--- config.mk ---
export PLATFORM = sky130hd
export DESIGN_NAME = uart_async_transmitter_flat
export DESIGN_NICKNAME = d
export VERILOG_FILES = /design/src/rtl/uart_async_transmitter_if.sv /design/src/rtl/uart_async_transmitter.sv /design/src/flat_wrapper.sv
export SDC_FILE = /design/constraint.sdc
export NUM_CORES = 1
export LEC_CHECK = 0
export BUFFER_PORTS_ARGS = -buffer_cell sky130_fd_sc_hd__buf_2
export CORE_MARGIN = 2
export CORE_UTILIZATION = 30
export DETAILED_ROUTE_END_ITERATION = 10
export PLACE_DENSITY_LB_ADDON = 0.3
export SYNTH_ARGS = -nofsm -noshare
export SYNTH_HDL_FRONTEND = slang
export SYNTH_SLANG_ARGS = --single-unit
export TNS_END_PERCENT = 1
--- constraint.sdc ---
create_clock -name CLOCK_50 -period 2.5 [get_ports CLOCK_50]
set_input_delay 0.125 -clock CLOCK_50 [delete_from_list [all_inputs] [get_ports CLOCK_50]]
set_output_delay 0.125 -clock CLOCK_50 [all_outputs]
set_load 0.05 [all_outputs]
--- src/rtl/uart_async_transmitter_if.sv ---
`default_nettype none
// ============================================================================
//  Module   : uart_async_transmitter_if
//  Brief    : User-side byte/strobe handshake and serial line of the UART TX.
//  Revision : 1.0 - initial release
// ============================================================================
interface uart_async_transmitter_if;
  logic       tx_start;
  logic [7:0] tx_data;
  logic       UART_TXD;
  logic       tx_busy;
  logic       tx_done;

  modport master (
    output tx_start,
    output tx_data,
    input  UART_TXD,
    input  tx_busy,
    input  tx_done
  );

  modport slave (
    input  tx_start,
    input  tx_data,
    output UART_TXD,
    output tx_busy,
    output tx_done
  );
endinterface : uart_async_transmitter_if
`default_nettype wire

--- src/rtl/uart_async_transmitter.sv ---
`default_nettype none
// ============================================================================
//  Module   : uart_async_transmitter
//  Brief    : 8N1 UART transmitter with a per-frame bit-period divider.
//             Define UART_TX_PARITY_EN to insert an even-parity bit (8E1).
//  Revision : 1.0 - initial release
// ============================================================================
module uart_async_transmitter #(
  parameter int ClkFrequency = 50000000,
  parameter int Baud         = 115200
) (
  input  wire logic               CLOCK_50,
  input  wire logic               rst_n,
  uart_async_transmitter_if.slave tx_if
);

  localparam int BitClks = ClkFrequency / Baud;
  localparam int DIV_W   = (BitClks > 1) ? $clog2(BitClks) : 1;

  localparam logic [DIV_W-1:0] c_div_last = DIV_W'(BitClks - 1);
  localparam logic [DIV_W-1:0] c_div_one  = DIV_W'(1);

`ifdef UART_TX_PARITY_EN
  typedef enum logic [2:0] {
    ST_IDLE   = 3'd0,
    ST_START  = 3'd1,
    ST_DATA   = 3'd2,
    ST_PARITY = 3'd3,
    ST_STOP   = 3'd4
  } state_t;
`else
  typedef enum logic [2:0] {
    ST_IDLE   = 3'd0,
    ST_START  = 3'd1,
    ST_DATA   = 3'd2,
    ST_STOP   = 3'd4
  } state_t;
`endif

  state_t           r_state;
  logic [7:0]       r_shift;
  logic [DIV_W-1:0] r_div;
  logic [2:0]       r_bitcnt;
  logic             r_txd;
  logic             r_busy;
  logic             r_done;
`ifdef UART_TX_PARITY_EN
  logic             r_parity;
`endif

  logic w_bit_end;
  assign w_bit_end = (r_div == c_div_last);

  always_ff @(posedge CLOCK_50 or negedge rst_n) begin
    if (!rst_n) begin
      r_state  <= ST_IDLE;
      r_shift  <= '0;
      r_div    <= '0;
      r_bitcnt <= '0;
      r_txd    <= 1'b1;
      r_busy   <= 1'b0;
      r_done   <= 1'b0;
`ifdef UART_TX_PARITY_EN
      r_parity <= 1'b0;
`endif
    end else begin
      r_done <= 1'b0;
      if (r_state != ST_IDLE) begin
        r_div <= w_bit_end ? '0 : r_div + c_div_one;
      end

      // r_txd is loaded one cycle ahead so the line changes exactly on bit boundaries
      case (r_state)
        ST_IDLE: begin
          r_txd <= 1'b1;
          if (tx_if.tx_start) begin
            r_shift  <= tx_if.tx_data;
            r_div    <= '0;
            r_bitcnt <= '0;
            r_busy   <= 1'b1;
            r_txd    <= 1'b0;
            r_state  <= ST_START;
`ifdef UART_TX_PARITY_EN
            r_parity <= ^tx_if.tx_data;
`endif
          end
        end
        ST_START: begin
          if (w_bit_end) begin
            r_txd   <= r_shift[0];
            r_state <= ST_DATA;
          end
        end
        ST_DATA: begin
          if (w_bit_end) begin
            r_shift  <= r_shift >> 1;
            r_bitcnt <= r_bitcnt + 3'd1;
            if (r_bitcnt == 3'd7) begin
`ifdef UART_TX_PARITY_EN
              r_txd   <= r_parity;
              r_state <= ST_PARITY;
`else
              r_txd   <= 1'b1;
              r_state <= ST_STOP;
`endif
            end else begin
              r_txd <= r_shift[1];
            end
          end
        end
`ifdef UART_TX_PARITY_EN
        ST_PARITY: begin
          if (w_bit_end) begin
            r_txd   <= 1'b1;
            r_state <= ST_STOP;
          end
        end
`endif
        ST_STOP: begin
          if (w_bit_end) begin
            r_busy  <= 1'b0;
            r_done  <= 1'b1;
            r_state <= ST_IDLE;
          end
        end
        default: begin
          r_txd   <= 1'b1;
          r_busy  <= 1'b0;
          r_state <= ST_IDLE;
        end
      endcase
    end
  end

  assign tx_if.UART_TXD = r_txd;
  assign tx_if.tx_busy  = r_busy;
  assign tx_if.tx_done  = r_done;

endmodule : uart_async_transmitter
`default_nettype wire

--- src/flat_wrapper.sv ---
// flat-port wrapper written by rule: the top's interface ports become plain ports
module uart_async_transmitter_flat 
#(
  parameter int ClkFrequency = 50000000,
  parameter int Baud         = 115200
)
  (CLOCK_50, rst_n, tx_if_tx_start, tx_if_tx_data, tx_if_UART_TXD, tx_if_tx_busy, tx_if_tx_done);
  uart_async_transmitter_if tx_if_i ();
  input  wire logic CLOCK_50;
  input  wire logic rst_n;
  input wire logic [$bits(tx_if_i.tx_start)-1:0] tx_if_tx_start;
  input wire logic [$bits(tx_if_i.tx_data)-1:0] tx_if_tx_data;
  output wire logic [$bits(tx_if_i.UART_TXD)-1:0] tx_if_UART_TXD;
  output wire logic [$bits(tx_if_i.tx_busy)-1:0] tx_if_tx_busy;
  output wire logic [$bits(tx_if_i.tx_done)-1:0] tx_if_tx_done;
  assign tx_if_i.tx_start = tx_if_tx_start;
  assign tx_if_i.tx_data = tx_if_tx_data;
  assign tx_if_UART_TXD = tx_if_i.UART_TXD;
  assign tx_if_tx_busy = tx_if_i.tx_busy;
  assign tx_if_tx_done = tx_if_i.tx_done;
  uart_async_transmitter #(.ClkFrequency(ClkFrequency), .Baud(Baud)) u_core (.CLOCK_50(CLOCK_50), .rst_n(rst_n), .tx_if(tx_if_i));
endmodule
==> results of run 1 <==
## power by group
part / internal (mW) / leakage [nW] / switching [mW] / total (mW)
Combinational: 0.167 / 0.316 / 0.211 / 0.379
Sequential: 0.580 / 0.319 / 0.156 / 0.736
Clock: 0.141 / 0.0288 / 0.131 / 0.272
Total: 0.888 / 0.664 / 0.498 / 1.39
## tightest hold or removal path: cells and delay by family
family | cells | cell delay (ns)
buffers and inverters | 1 | 0.10
AND/OR/NAND/NOR | 1 | 0.04
AO/OA/AOI/OAI | 1 | 0.06
## layer usage
| metal | wire length, um | track usage (%) | vias to the layer above |
|---|---|---|---|
| met5 | 0 | 0 | - |
| met1 | 1330 | 16.3 | 565 |
| met4 | 31 | 3.14 | 0 |
| met2 | 1380 | 18.8 | 28 |
| met3 | 100 | 2.11 | 5 |
| li1 | - | - | 543 |
## cells by family (layout without fill, tap and decap cells)
logic type | count (synthesis) | after routing | share of synthesized area (%)
AO/OA/AOI/OAI | 44 | 44 | 20.3
XOR/XNOR | 1 | 1 | 0.636
adder cells (fa/ha/maj) | 4 | 4 | 3.63
buffers and inverters | 11 | 23 | 4.45
flip-flops | 26 | 26 | 47.3
multiplexers | 7 | 7 | 5.09
AND/OR/NAND/NOR | 51 | 51 | 18.6
## final cells by class
cell class / instances / area [um2] / area share (%)
inverters: 3 / 11.3 / 0.732
well taps: 52 / 65.1 / 4.23
flip-flops and latches: 26 / 652 / 42.4
clock buffers: 4 / 55.1 / 3.58
repair buffers: 16 / 90.1 / 5.86
multi-input cells: 107 / 664 / 43.2
## sequential cells by signal, indices dropped and copies added, names as in the netlist
signal,count
u_core.r_div,9
u_core.r_shift,8
u_core.r_bitcnt,3
u_core.r_state,3
u_core.tx_if.UART_TXD,1
u_core.tx_if.tx_busy,1
u_core.tx_if.tx_done,1
## worst min-delay path by stage
stage	to	startpoint	depth (start not counted)	slack, ns
after global routing	u_core.r_shift[7]	tx_if_tx_data[7]	3	0.1
after global placement	u_core.r_div[4]	rst_n	1	0.16
after CTS	u_core.r_shift[7]	tx_if_tx_data[7]	3	0.09
after detailed placement	u_core.r_div[4]	rst_n	1	0.16
final	u_core.r_shift[7]	tx_if_tx_data[7]	3	0.09
after floorplan	u_core.r_bitcnt[0]	rst_n	0	-0.17
## per-stage QoR
step                      setup slack [ns]  hold WS [ns]
after floorplan                      0.908        -0.171
after global placement               0.821         0.161
after detailed placement             0.805         0.162
after CTS                            0.774        0.0906
after global routing                 0.603        0.0967
final                                0.747        0.0917
## cells in the mapped netlist, drive strengths merged
master,number
a211o,1
a211oi,3
a21oi,6
a22o,1
a311o,1
a31oi,7
a32oi,1
a41oi,3
and2,1
and4b,1
and4bb,1
buf,6
clkbuf,2
dfrtp,25
dfstp,1
ha,4
inv,3
mux2i,7
nand2,24
nand2b,2
nand3,2
nand4b,1
nor2,6
nor2b,5
nor3,2
nor3b,2
o21a,1
o21ai,16
o22ai,1
o31ai,3
or2,2
or3,2
xor2,1
## layout by cell type (no fill, tap or decap), types with 3 or more instances in the layout
cell type,n
a211oi_1,3
nand2_1,24
a41oi_1,3
o31ai_1,3
clkbuf_8,4
inv_1,3
a21oi_1,5
ha_1,4
nor2_1,6
buf_2,13
o21ai_0,14
a31oi_1,7
mux2i_1,7
nor2b_1,5
dfrtp_1,25
## repair_timing
action | CTS | global route
buffers inserted | 0 | 0
hold endpoints to repair | 25 | 0
hold buffers | 1 | 0
gates resized for setup | 0 | 0
setup endpoints to repair | 0 | 0
==> flow_summary.yaml, run 1 <==
worst_setup_path:
  cpMaxStageDelayCell: "nor3_1"
  path_buf_inv: 0
  rr_endpoint: "u_core.r_div[2]"
  reg2reg_depth: 4
  worstSetupPathType: "reg -> reg"
  setup.worst_path.start_class: "register"
  cp.depth: 4
  r2r_start: "u_core.r_state[0]"
  cp-end-kind: "register"
  crit_path_end: "u_core.r_div[2]"
  cp.required_ns: 2.71
  critPathTopFamily: "simple AND/OR/NAND/NOR gates"
  cp.arrival_ns: 1.96
  crit_chain: "nor3_1, nand2b_1, o31ai_1, a22o_1"
  cp_max_fo: 15
  crit_path_start: "u_core.r_state[0]"
  slowest_delay_ns: 0.56
  regToRegSetupSlack_ns: 0.75
floorplan:
  die_y_um: 71.8
  num_rows: 24
  die_w_um: 71.8
  coreArea_um2: 4380
  floorplan.initialDensity_pct: 31.4
  die-area_um2: 5150
  ios: 14
finish:
  syn_to_final_growth_pct: 11.6
  nets: 172
  drive_gt1_share_pct: 16.0
  post-route-util_pct: 35.1
  antenna_cells: 0
  fillCellCount: 470
  finalInstanceArea_um2: 1540
  instances_no_fill: 208
global_route:
  grt_pass1_wl_um: 4960
  grt_pass1_vias: 1086
  grt_overflow: 0
  grt_use_total_pct: 11.7
  grt_max_degree: 27
  antenna_found_initial: 0
power:
  p_total_mw: 1.39
  cellPowerDensity_nw_per_um2: 901
  max-vdd-ir-drop_v: 0.000292
  p_leak_nw: 0.664
place:
  dp_cells: 203
  place.gp.congestion: 0.849
  post-dp-hpwl_um: 1960
  port_buffers: 13
  place_area_um2: 1470
timing:
  min_period_ns: 1.75
  setup_viol: 0
  setup-tns-final_ns: 0
  slew_violations: 0
  hold_viol_final: 0
  fin_crit_sh_pct: 70.1
  worst_pin_slew_ns: 0.582
  rsz0062_at_grt: "no"
  max_freq_mhz: 570
  relSlewSlack_pct: 60.9
  clock_skew_ns: 0.00408
clock_network:
  ctsRootBufferMaster: "clkbuf_8"
  h-tree-depth: 1
  cts_tree: "built"
  clock_latency_ns: 0.27
  clock_path_buffers: 2
  cts.sinks: 26
  cts_buffers: 3
  path_clk_slew_ns: 0.09
synthesis:
  synthDistinctLibCells: 36
  synthTopCellsByArea: "dfrtp_1 (45%), nand2_1 (6.5%), mux2i_1 (5.1%), o21ai_0 (5.1%), ha_1 (3.6%)"
  yosys_warnings: 0
  syn_avg_cell_area_um2: 9.57
  syn-cell-area_um2: 1380
  synthDominantCellAreaShare_pct: 45.4
  synth_seq_cells: 26
  syn-num-nets: 159
  ys_seq_area_share_pct: 47.3
  postSynthCellCount: 144
  synth_area_leader_cell: "dfrtp_1"
detailed_routing:
  drt-total-wl_um: 2830
  drcViolationCount: 0
  firstDrtPassIters: 4
  viasPerCell: 5.49
  wl_per_cell_um: 13.6
  via_count: 1141
  ant_nets: 0
  drtIter0Drc: 102
worst_hold_path:
  hold_path.class: "in -> reg"
outcome:
  status: "complete, no violations"
run:
  cap_violations: 0
No activity file was read; power rests on OpenSTA's default activity.
==> run 2, diff against run 1 <==
Clock period 2.5 ns to 1.4 ns, I/O delays scaled along.
==> run 2 against run 1 <==
The flow now finishes with violations (negative setup slack). Critical path depth grew 2. Sequential cell count is the same. Global-route usage grew 1.7 points. Worst setup slack lost 0.83 ns. Clock power grew 65%. Highest routed layer unchanged. Sequential power grew 67%. Largest cell class unchanged.
==> flow_summary.yaml, run 2 (same netlist as run 1, synthesis figures left out) <==
clock_network:
  cts.sinks: 26
  ctsRootBufferMaster: "clkbuf_8"
  h-tree-depth: 1
  cts_buffers: 3
  cts_tree: "built"
  path_clk_slew_ns: 0.10
  clock_latency_ns: 0.28
  clock_path_buffers: 2
worst_hold_path:
  hold_path.class: "in -> reg"
detailed_routing:
  drt-total-wl_um: 3250
  via_count: 1217
  firstDrtPassIters: 4
  ant_nets: 0
  drtIter0Drc: 66
  wl_per_cell_um: 14.0
  viasPerCell: 5.22
  drcViolationCount: 0
timing:
  max_freq_mhz: 676
  setup-tns-final_ns: -0.910
  rsz0062_at_grt: "yes"
  hold_viol_final: 0
  setup_ws_ns: -0.0796
  fin_crit_sh_pct: 106
  relSlewSlack_pct: 60.6
  clock_skew_ns: 0.0103
  setup_viol: 21
  slew_violations: 0
  worst_pin_slew_ns: 0.591
  min_period_ns: 1.48
run:
  cap_violations: 0
worst_setup_path:
  cp-end-kind: "register"
  cp.arrival_ns: 1.67
  cp.required_ns: 1.59
  worstSetupPathType: "reg -> reg"
  cp_max_fo: 11
  setup.worst_path.start_class: "register"
global_route:
  grt_pass1_wl_um: 5580
  grt_pass1_vias: 1236
  grt_use_total_pct: 13.4
  grt_overflow: 0
  grt_max_degree: 27
  antenna_found_initial: 0
floorplan:
  die_w_um: 71.8
  coreArea_um2: 4380
  ios: 14
  num_rows: 24
  die-area_um2: 5150
  floorplan.initialDensity_pct: 31.4
  die_y_um: 71.8
power:
  cellPowerDensity_nw_per_um2: 1570
  p_leak_nw: 0.792
  max-vdd-ir-drop_v: 0.000665
place:
  port_buffers: 13
  place.gp.congestion: 0.897
  post-dp-hpwl_um: 2270
finish:
  largest-register: "u_core.r_div"
  reg.largest.list: "u_core.r_div x9, u_core.r_shift x8"
  layout_commonest_cell: "dfrtp_1"
  layout_common_cells: "dfrtp_1 (25), buf_4 (23), nand2_1 (21)"
  syn_to_final_growth_pct: 33.7
  largest_reg_flops: 9
  antenna_cells: 0
  drive_gt1_share_pct: 37.0
  nets: 197
  post-route-util_pct: 42.0
outcome:
  status: "finished with violations"
  violations: "negative setup slack"
-- run 2: cell types whose count changed in the layout (fill, tap and decap cells not counted), sizes merged --
cell | previous run | this run
buf | 15 | 40
-- run 2: path summary, 6_finish.rpt --
kind	start	endpoint	slack [ns]	cells past startpoint
max in group asynchronous	rst_n	u_core.r_state[0]	0.68	2
max	u_core.r_div[0]	u_core.r_bitcnt[0]	-0.08	6
max reg2reg	u_core.r_div[0]	u_core.r_bitcnt[0]	-0.08	6
min reg2reg	u_core.r_div[8]	u_core.r_div[8]	0.51	1
min	tx_if_tx_data[7]	u_core.r_shift[7]	0.03	3
min in group asynchronous	rst_n	u_core.r_div[0]	0.31	2
-- run 2: power by group --
part | total [mW] | switching, mW | internal [mW]
registers | 1.23 | 0.200 | 1.04
clock network | 0.449 | 0.245 | 0.204
logic | 1.22 | 0.607 | 0.609
-- run 2: final cells by class --
| class | instances | area, um2 |
|---|---|---|
| clock buffers | 4 | 45.0 |
| fillers | 438 | 2540 |
| inverters | 3 | 11.3 |
| multi-input cells | 107 | 776 |
| flip-flops and latches | 26 | 652 |
| well taps | 52 | 65.1 |
| repair buffers | 41 | 293 |
-- run 2: repair_timing --
action                                  CTS  global route
endpoints found under the setup margin   24            24
endpoints found under the hold margin    25             0
setup buffers                             3             1
hold buffers                              1             0
cloned                                    1             0
gates resized for setup                  27            12
pin swaps                                18             5
-- run 2: layer usage --
layer	vias up	GRT usage, %	share of wire [%]
met5	-	0	0
met4	0	3.56	0.61
met3	2	2.11	3.5
met2	25	23.5	50
met1	594	17.2	46
li1	596	-	-
-- run 2: worst max-delay path, stage by stage (launching register included) --
cell	delay (ns)
dfrtp_1	0.43
ha_4	0.17
and4bb_4	0.23
a32oi_4	0.22
buf_6	0.19
nand2_1	0.08
o31ai_2	0.06
-- run 2: stage by stage --
stage	worst slack (ns)	power, mW	area, um2	hold slack, ns	instances
floorplan	-0.139	1.80	1380	-0.226	144
global placement	-0.0940	2.17	1630	0.116	223
detailed placement	-0.164	2.23	1630	0.120	223
CTS	-0.0808	2.84	1800	0.0440	232
global route	-0.140	3.10	1840	0.0442	233
finish	-0.0796	2.90	1840	0.0349	233
